`config.mk`:
```
export PLATFORM = sky130hd
export DESIGN_NAME = oven_entry_ctrl
export DESIGN_NICKNAME = d
export VERILOG_FILES = /design/src/rtl/oven_pkg.sv /design/src/rtl/oven_entry_ctrl_key_edge_sync.sv /design/src/rtl/oven_entry_ctrl.sv
export SDC_FILE = /design/constraint.sdc
export NUM_CORES = 1
export LEC_CHECK = 0
export BUFFER_PORTS_ARGS = -buffer_cell sky130_fd_sc_hd__buf_4
export CAP_MARGIN = 20
export CORE_UTILIZATION = 50
export CTS_CLUSTER_DIAMETER = 200
export DETAILED_ROUTE_END_ITERATION = 10
export PLACE_DENSITY = 0.69
export RECOVER_POWER = 50
export SETUP_SLACK_MARGIN = 0.02
export SYNTH_ARGS = -nofsm -noshare
export SYNTH_HDL_FRONTEND = slang
export SYNTH_HIERARCHICAL = 1
export SYNTH_SLANG_ARGS = --single-unit
```
`constraint.sdc`:
```
create_clock -name clk -period 4.8 [get_ports clk]
set_input_delay 0.96 -clock clk [delete_from_list [all_inputs] [get_ports clk]]
set_output_delay 0.96 -clock clk [all_outputs]
set_load 0.005 [all_outputs]
```
`src/rtl/oven_pkg.sv`:
```
// Shared types and constants for the oven keypad entry controller.
package oven_pkg;

    typedef enum logic [1:0] {
        ST_OFF  = 2'd0,
        ST_TEMP = 2'd1,
        ST_TIME = 2'd2,
        ST_RUN  = 2'd3
    } oven_state_e;

    typedef logic [3:0] bcd_digit_t;

    localparam int MIN_TEMP_DEF = 100;
    localparam int MAX_TEMP_DEF = 550;
    localparam int SEC_PER_MIN  = 60;

    function automatic int bcd_pair(input bcd_digit_t hi, input bcd_digit_t lo);
        return int'(hi) * 10 + int'(lo);
    endfunction

endpackage

```
`src/rtl/oven_entry_ctrl_key_edge_sync.sv`:
```
// Two-flop synchronizer with rising-edge detect for one keypad strobe.
// Only built when OVEN_ENTRY_KEYSYNC_EN is defined.
`ifdef OVEN_ENTRY_KEYSYNC_EN
module key_edge_sync (
    input  logic clk,
    input  logic reset,
    input  logic key_async,
    output logic key_pulse
);

    logic sync_q1;
    logic sync_q2;
    logic sync_prev;

    always_ff @(posedge clk or posedge reset) begin
        if (reset) begin
            sync_q1   <= 1'b0;
            sync_q2   <= 1'b0;
            sync_prev <= 1'b0;
        end else begin
            sync_q1   <= key_async;
            sync_q2   <= sync_q1;
            sync_prev <= sync_q2;
        end
    end

    // A held key yields exactly one pulse on its leading edge.
    assign key_pulse = sync_q2 & ~sync_prev;

endmodule
`endif

```
`src/rtl/oven_entry_ctrl.sv`:
```
// Keypad entry controller: BCD temperature and MM:SS time entry for the oven display.
// Define OVEN_ENTRY_KEYSYNC_EN to synchronize and edge-detect the key strobes.
//
// state   | meaning
// --------+--------------------------------------------------
// ST_OFF  | power low; fields wiped, waiting for power
// ST_TEMP | entering 3-digit target temperature
// ST_TIME | entering 4-digit MM:SS cook time
// ST_RUN  | both committed; outputs frozen until clear or power-off
module oven_entry_ctrl
    import oven_pkg::*;
#(
    parameter int MIN_TEMP = MIN_TEMP_DEF,
    parameter int MAX_TEMP = MAX_TEMP_DEF,
    parameter int TEMP_W   = 10,
    parameter int TIME_W   = 13
) (
    input  logic              clk,
    input  logic              reset,
    input  logic              power,
    input  logic              digit_valid,
    input  logic [3:0]        digit,
    input  logic              key_enter,
    input  logic              key_clear,
    output logic [TEMP_W-1:0] target_temp,
    output logic [TIME_W-1:0] target_time,
    output logic              tempInputDone,
    output logic              timeInputDone,
    output logic              entry_error
);

    logic       dig_stb;
    logic       ent_stb;
    logic       clr_stb;
    bcd_digit_t dig_val;

`ifdef OVEN_ENTRY_KEYSYNC_EN
    bcd_digit_t digit_d1;
    bcd_digit_t digit_d2;

    key_edge_sync u_sync_digit (
        .clk       (clk),
        .reset     (reset),
        .key_async (digit_valid),
        .key_pulse (dig_stb)
    );

    key_edge_sync u_sync_enter (
        .clk       (clk),
        .reset     (reset),
        .key_async (key_enter),
        .key_pulse (ent_stb)
    );

    key_edge_sync u_sync_clear (
        .clk       (clk),
        .reset     (reset),
        .key_async (key_clear),
        .key_pulse (clr_stb)
    );

    // Digit value travels alongside its strobe through the same two stages.
    always_ff @(posedge clk or posedge reset) begin
        if (reset) begin
            digit_d1 <= '0;
            digit_d2 <= '0;
        end else begin
            digit_d1 <= digit;
            digit_d2 <= digit_d1;
        end
    end

    assign dig_val = digit_d2;
`else
    assign dig_stb = digit_valid;
    assign ent_stb = key_enter;
    assign clr_stb = key_clear;
    assign dig_val = digit;
`endif

    oven_state_e state;
    oven_state_e state_next;

    bcd_digit_t t2, t1, t0;
    bcd_digit_t m1, m0, s1, s0;

    logic dig_ok;
    int   temp_value;
    int   time_value;
    logic temp_ok;
    logic time_ok;

    assign dig_ok     = dig_stb && (dig_val <= 4'd9);
    assign temp_value = int'(t2) * 100 + bcd_pair(t1, t0);
    assign time_value = bcd_pair(m1, m0) * SEC_PER_MIN + bcd_pair(s1, s0);
    assign temp_ok    = (temp_value >= MIN_TEMP) && (temp_value <= MAX_TEMP);
    assign time_ok    = (s1 <= 4'd5) && (|{m1, m0, s1, s0});

    logic wipe_fields;
    logic temp_zero;
    logic temp_shift;
    logic time_zero;
    logic time_shift;
    logic set_temp_done;
    logic set_time_done;
    logic clr_done;
    logic reject;

    always_ff @(posedge clk or posedge reset) begin
        if (reset) begin
            state <= ST_OFF;
        end else begin
            state <= state_next;
        end
    end

    always_comb begin
        state_next = state;
        if (!power) begin
            state_next = ST_OFF;
        end else begin
            case (state)
                ST_OFF:  state_next = ST_TEMP;
                ST_TEMP: if (!clr_stb && ent_stb && temp_ok) state_next = ST_TIME;
                ST_TIME: if (!clr_stb && ent_stb && time_ok) state_next = ST_RUN;
                ST_RUN:  if (clr_stb) state_next = ST_TEMP;
                default: state_next = ST_OFF;
            endcase
        end
    end

    // Key priority: clear beats enter beats digit; a digit alongside a key is dropped.
    always_comb begin
        wipe_fields   = 1'b0;
        temp_zero     = 1'b0;
        temp_shift    = 1'b0;
        time_zero     = 1'b0;
        time_shift    = 1'b0;
        set_temp_done = 1'b0;
        set_time_done = 1'b0;
        clr_done      = 1'b0;
        reject        = 1'b0;
        if (!power) begin
            wipe_fields = 1'b1;
            clr_done    = 1'b1;
        end else begin
            case (state)
                ST_TEMP: begin
                    if (clr_stb) begin
                        temp_zero = 1'b1;
                    end else if (ent_stb) begin
                        set_temp_done = temp_ok;
                        reject        = ~temp_ok;
                    end else if (dig_ok) begin
                        temp_shift = 1'b1;
                    end
                end
                ST_TIME: begin
                    if (clr_stb) begin
                        time_zero = 1'b1;
                    end else if (ent_stb) begin
                        set_time_done = time_ok;
                        reject        = ~time_ok;
                    end else if (dig_ok) begin
                        time_shift = 1'b1;
                    end
                end
                ST_RUN: begin
                    if (clr_stb) clr_done = 1'b1;
                end
                default: ;
            endcase
        end
    end

    always_ff @(posedge clk or posedge reset) begin
        if (reset) begin
            t2 <= '0;
            t1 <= '0;
            t0 <= '0;
        end else if (wipe_fields || temp_zero) begin
            t2 <= '0;
            t1 <= '0;
            t0 <= '0;
        end else if (temp_shift) begin
            t2 <= t1;
            t1 <= t0;
            t0 <= dig_val;
        end
    end

    always_ff @(posedge clk or posedge reset) begin
        if (reset) begin
            m1 <= '0;
            m0 <= '0;
            s1 <= '0;
            s0 <= '0;
        end else if (wipe_fields || time_zero) begin
            m1 <= '0;
            m0 <= '0;
            s1 <= '0;
            s0 <= '0;
        end else if (time_shift) begin
            m1 <= m0;
            m0 <= s1;
            s1 <= s0;
            s0 <= dig_val;
        end
    end

    always_ff @(posedge clk or posedge reset) begin
        if (reset) begin
            tempInputDone <= 1'b0;
            timeInputDone <= 1'b0;
            entry_error   <= 1'b0;
        end else begin
            entry_error <= reject;
            if (clr_done) begin
                tempInputDone <= 1'b0;
                timeInputDone <= 1'b0;
            end else begin
                if (set_temp_done) tempInputDone <= 1'b1;
                if (set_time_done) timeInputDone <= 1'b1;
            end
        end
    end

    // Binary outputs trail the BCD registers by one edge.
    always_ff @(posedge clk or posedge reset) begin
        if (reset) begin
            target_temp <= '0;
            target_time <= '0;
        end else begin
            target_temp <= TEMP_W'(temp_value);
            target_time <= TIME_W'(time_value);
        end
    end

endmodule
```
---- Word level (Yosys, flattened, before mapping) ----
Index checks and enable logic that the tools add are counted.
operators by class
  multipliers ............................. 5
  bitwise operators ....................... 2
  $add $sub $neg .......................... 5
  $lt $le $gt $ge ......................... 4
  mux-type cells .......................... 52
  reductions and logical operators ........ 16
  equal/unequal tests ..................... 6
operator list
  cell                    number
  $mux W4                 14
  $mux W1                 32
  $add A8 B4 Y9           3
  $mul A4 B3 Y7 const B   3
  $reduce_or A16 Y1       1
  $add A13 B9 Y13         1
  $add A11 B9 Y12         1
  $ge A12 B7 Y1 const B   1
  $le A12 B10 Y1 const B  1
  $mul A9 B4 Y11 const B  1
  $mul A4 B5 Y9 const B   1
  $ne A3 B3 Y1 const B    3
  $mux W2                 4
  $pmux W2 S4             1
  $reduce_bool A2 Y1      4
  $logic_and A1 B1 Y1     6
  $eq A2 B2 Y1 const B    2
  $le A4 B3 Y1 const B    1
  $le A4 B4 Y1 const B    1
  $reduce_and A3 Y1       1
  $eq A2 B1 Y1 const B    1
  $logic_not A2 Y1        1
  $logic_or A1 B1 Y1      2
  $not A1 Y1              2
  2 further kinds         2
word-level totals
  bits of input ports ..................... 10
  output and inout port bits .............. 26
  word-level logic and storage cells ...... 103
  flip-flop bits (word level) ............. 56

---- Longest topological paths before layout ----
  word-level depth ........................ 11
  depth in mapped cells ................... 18
  gate-level depth less buffers ........... 18

---- Least setup slack after synthesis ----
OpenSTA, ideal clock, no wires.
  path type ............................... register to register
  start point ............................. register m1[2]
  end point ............................... register target_time[12]
  path slack .............................. 0.393 ns
  cell stages (with the launch flop) ...... 17
  arrival time ............................ 4.282 ns
  period minus slack after synthesis ...... 4.407 ns
  required time ........................... 4.675 ns
  setup time .............................. 0.125 ns
  path buffers ............................ 0
  path through ............................ dfrtp_1 -> ha_1 -> ha_1 -> xnor2_1 -> inv_1 -> fa_1 -> fa_1 -> inv_1 -> ha_1 -> a21oi_1 -> xnor2_1 -> ha_1 -> ha_1 -> nand2_1 -> a21boi_1 -> o2111ai_1 -> xnor2_1
RTL lines
  what                    RTL line                source
  from (decl)             oven_entry_ctrl.sv:85   bcd_digit_t m1, m0, s1, s0;
  from (signal assigned)  oven_entry_ctrl.sv:204  m1 <= m0;
  to (signal assigned)    oven_entry_ctrl.sv:235  target_time <= TIME_W'(time_value);
  to (decl)               oven_entry_ctrl.sv:26   output logic [TIME_W-1:0] target_time,

==> metrics.csv <==
stage,metric,value,unit
clock_network,cts_setup_buffers,0,
global_route,grt_pass1_wl,13600,um
hold_path,min_path_cells,0,
setup_path,reg2regPathDepth,18,
clock_network,ctsRootBufferMaster,clkbuf_8,
setup_path,cp_max_fo,4,
place,placed_area,4670,um2
logic_synthesis,async_flop_share,1.00,
logic_synthesis,yosys_most_used_dff,dfrtp_1,
routing,drc,0,
setup_path,crit_type,flop to flop,
final_layout,final_nets,569,
logic_synthesis,ys_seq_elements,56,
routing,routed_via_density,5.33,
floorplanning,die_h,94.3,um
place,place.gp.congestion,0.828,
clock_network,cts_made_buffers,5,
sta,tightest_slew,2.97,ns
floorplanning,rows,33,
setup_path,endpoint_kind,flop,
logic_synthesis,syn_inst,432,
logic_synthesis,synth_edf_count,0,
routing,postRouteAntennaNets,0,
flow_run,maxCapViolCount,1,
routing,routed_wirelength,7770,um
clock_network,worstSkewPairLatency,0.32,ns
setup_path,regToRegStartpoint,m1[0],
global_route,gr-total-overflow,0,
pwr,peakVddDrop,0.160,mV
sta,fmax,219,MHz
floorplanning,ioPinCount,36,
setup_path,cp.arrival,4.77,ns
logic_synthesis,synth.distinct_cells,42,
logic_synthesis,synth.most_common_cell,inv_1,
logic_synthesis,yosysWarnings,6,
sta,final.min_clock_period,4.56,ns
logic_synthesis,ys_top_cells_by_area,"dfrtp_1 33%, ha_1 18%, fa_1 12%, inv_1 5.6%, xnor2_1 4.3%",
final_layout,final_area,4780,um2
setup_path,required,5.01,ns
place,numPortBuffers,35,
logic_synthesis,synth_commonest_cells,"64 x inv_1, 63 x ha_1, 56 x dfrtp_1",
routing,first_iter_violations,115,
setup_path,crit_path_start_kind,flop,
setup_path,critPathLaunch,m1[0],
outcome,status,finished with violations,
clock_network,cts_tree,built,
pwr,p_leak,0.00268,uW
routing,first_pass_iters,4,
sta,tns,0,ns
logic_synthesis,syn_area,4260,um2
pwr,total_power,1150,uW
clock_network,htree_num_levels,2,
floorplanning,initial_core_util,0.519,
sta,fin_crit_sh,0.950,
routing,vias,3078,
global_route,grt_pass1_vias,3180,
clock_network,clk_pin_slew,0.11,ns
global_route,antenna_found_initial,0,
final_layout,final_layout_size_suffix_gt1_frac,0.114,
sta,hold_viol_final,0,
final_layout,fill_cells,725,
logic_synthesis,syn_area_per_cell,9.87,um2
place,dp_hpwl,6090,um
clock_network,cts.path.max_buffers,2,
logic_synthesis,synth.yosys.seq_area_share,0.329,
outcome,violations,"capacitance limit, slew limit",
final_layout,area_growth,12.1,%
setup_path,crit_end,target_time[12],
setup_path,regToRegEndpoint,target_time[12],
pwr,power.density,240,nW/um2
routing,wl_per_cell,13.5,um
floorplanning,dieWidth,94.3,um
final_layout,n_antenna_cell,0,
setup_path,r2r_slack,0.24,ns
sta,maxSlewViolCount,57,
logic_synthesis,synth_nets,530,
global_route,grt_max_degree,57,
sta,slew_headroom,-0.978,
hold_path,hold_class,flop to flop,
logic_synthesis,yosys.area.top_type_share,0.329,
sta,finClkSkew,0.00715,ns
logic_synthesis,synth_largest_area_cell,dfrtp_1,
floorplanning,die-area,8900,um2
global_route,grt_usage,0.191,
clock_network,clock_sink_count,56,
clock_network,ctsHoldBuffers,0,
floorplanning,core_area,8220,um2
clock_network,postCtsResizedCells,0,
sta,setup_viol,0,
-- cell type report --
type,instances,area (um2),share of cell area
multi-input combinational,303,2610,0.545
timing repair buffer,41,304,0.0636
tap,105,131,0.0275
inverter,64,240,0.0503
clock buffer,5,68.8,0.0144
sequential,56,1400,0.293
clock inverter,3,26.3,0.00550
-- flip-flops by register name (all words and copies together) (netlist names) --
register and count:
target_time 13, m0 4, entry_error 1, t2 4
t0 4, s0 4, t1 4, state 2
timeInputDone 1, target_temp 10, tempInputDone 1, s1 4
m1 4
-- layer usage --
metal	routed length, um	GRT usage	up-vias
li1	-	-	1531
met1	3460	0.228	1496
met2	4020	0.354	40
met3	159	0.0266	11
met4	125	0.0526	0
met5	0	0	-
-- worst max-delay path, cell delays in order (launching register included) --
cell	delay [ns]
dfrtp_1	0.42
ha_1	0.20
inv_1	0.06
fa_1	0.52
inv_1	0.10
fa_1	0.54
inv_1	0.06
fa_1	0.47
fa_1	0.49
inv_1	0.04
ha_1	0.28
ha_1	0.32
inv_1	0.08
o21bai_2	0.19
a21o_1	0.14
nand2_1	0.08
a21boi_2	0.19
o2111ai_1	0.14
xnor2_1	0.15
-- logic make-up after synthesis --
logic type	count (synthesis)	share of synthesized area
buf+inv	73	0.0643
compound gates	85	0.127
fa+ha+maj	88	0.302
mux	2	0.00470
flops	56	0.329
simple gates	97	0.110
xor+xnor	31	0.0637
-- through the flow --
| stage | worst slack (ns) | std cells | hold WS (ns) | utilization |
|---|---|---|---|---|
| global route | -0.0280 | 577 | 0.477 | 0.582 |
| finish | 0.241 | 577 | 0.453 | 0.582 |
| floorplan | 0.393 | 432 | 0.393 | - |
| CTS | 0.136 | 577 | 0.455 | 0.580 |
| global placement | 0.314 | 568 | 0.414 | 0.567 |
| detailed placement | 0.153 | 569 | 0.421 | 0.568 |
-- how the worst min path moves through the flow --
stage | slack (ns) | start | end
4_1_cts | 0.46 | s0[0] | target_time[0]
2_1_floorplan | 0.39 | t0[0] | target_temp[0]
3_3_place_gp | 0.41 | s0[0] | target_time[0]
3_5_place_dp | 0.42 | s0[0] | target_time[0]
5_1_grt | 0.48 | s0[0] | target_time[0]
6_report | 0.45 | s0[0] | target_time[0]
-- placed cells by master (no fill, tap or decap), types with 2 or more instances in the layout --
| cell | instances |
|---|---|
| xnor2_1 | 20 |
| ha_1 | 63 |
| mux2i_1 | 2 |
| dfrtp_1 | 56 |
| nand2b_1 | 5 |
| o21ai_1 | 19 |
| clkbuf_8 | 5 |
| nor2_1 | 9 |
| clkbuf_4 | 7 |
| nand3_1 | 27 |
| buf_4 | 33 |
| a21o_1 | 10 |
| a31oi_1 | 2 |
| xor2_1 | 10 |
| o21ai_0 | 7 |
| o21ba_1 | 2 |
| o21bai_1 | 5 |
| a22o_1 | 2 |
| nor3_1 | 5 |
| a21oi_1 | 22 |
| nand2_1 | 34 |
| fa_1 | 25 |
| nor2b_1 | 6 |
| inv_1 | 64 |
| clkinvlp_4 | 2 |
| nor4_1 | 5 |
| o31ai_1 | 2 |
-- power by group --
group          total (uW)  switching (uW)  internal [uW]
clock network         279             172            107
logic                 309             169            140
registers             558            37.0            521
(Power assumes the default switching activity.)
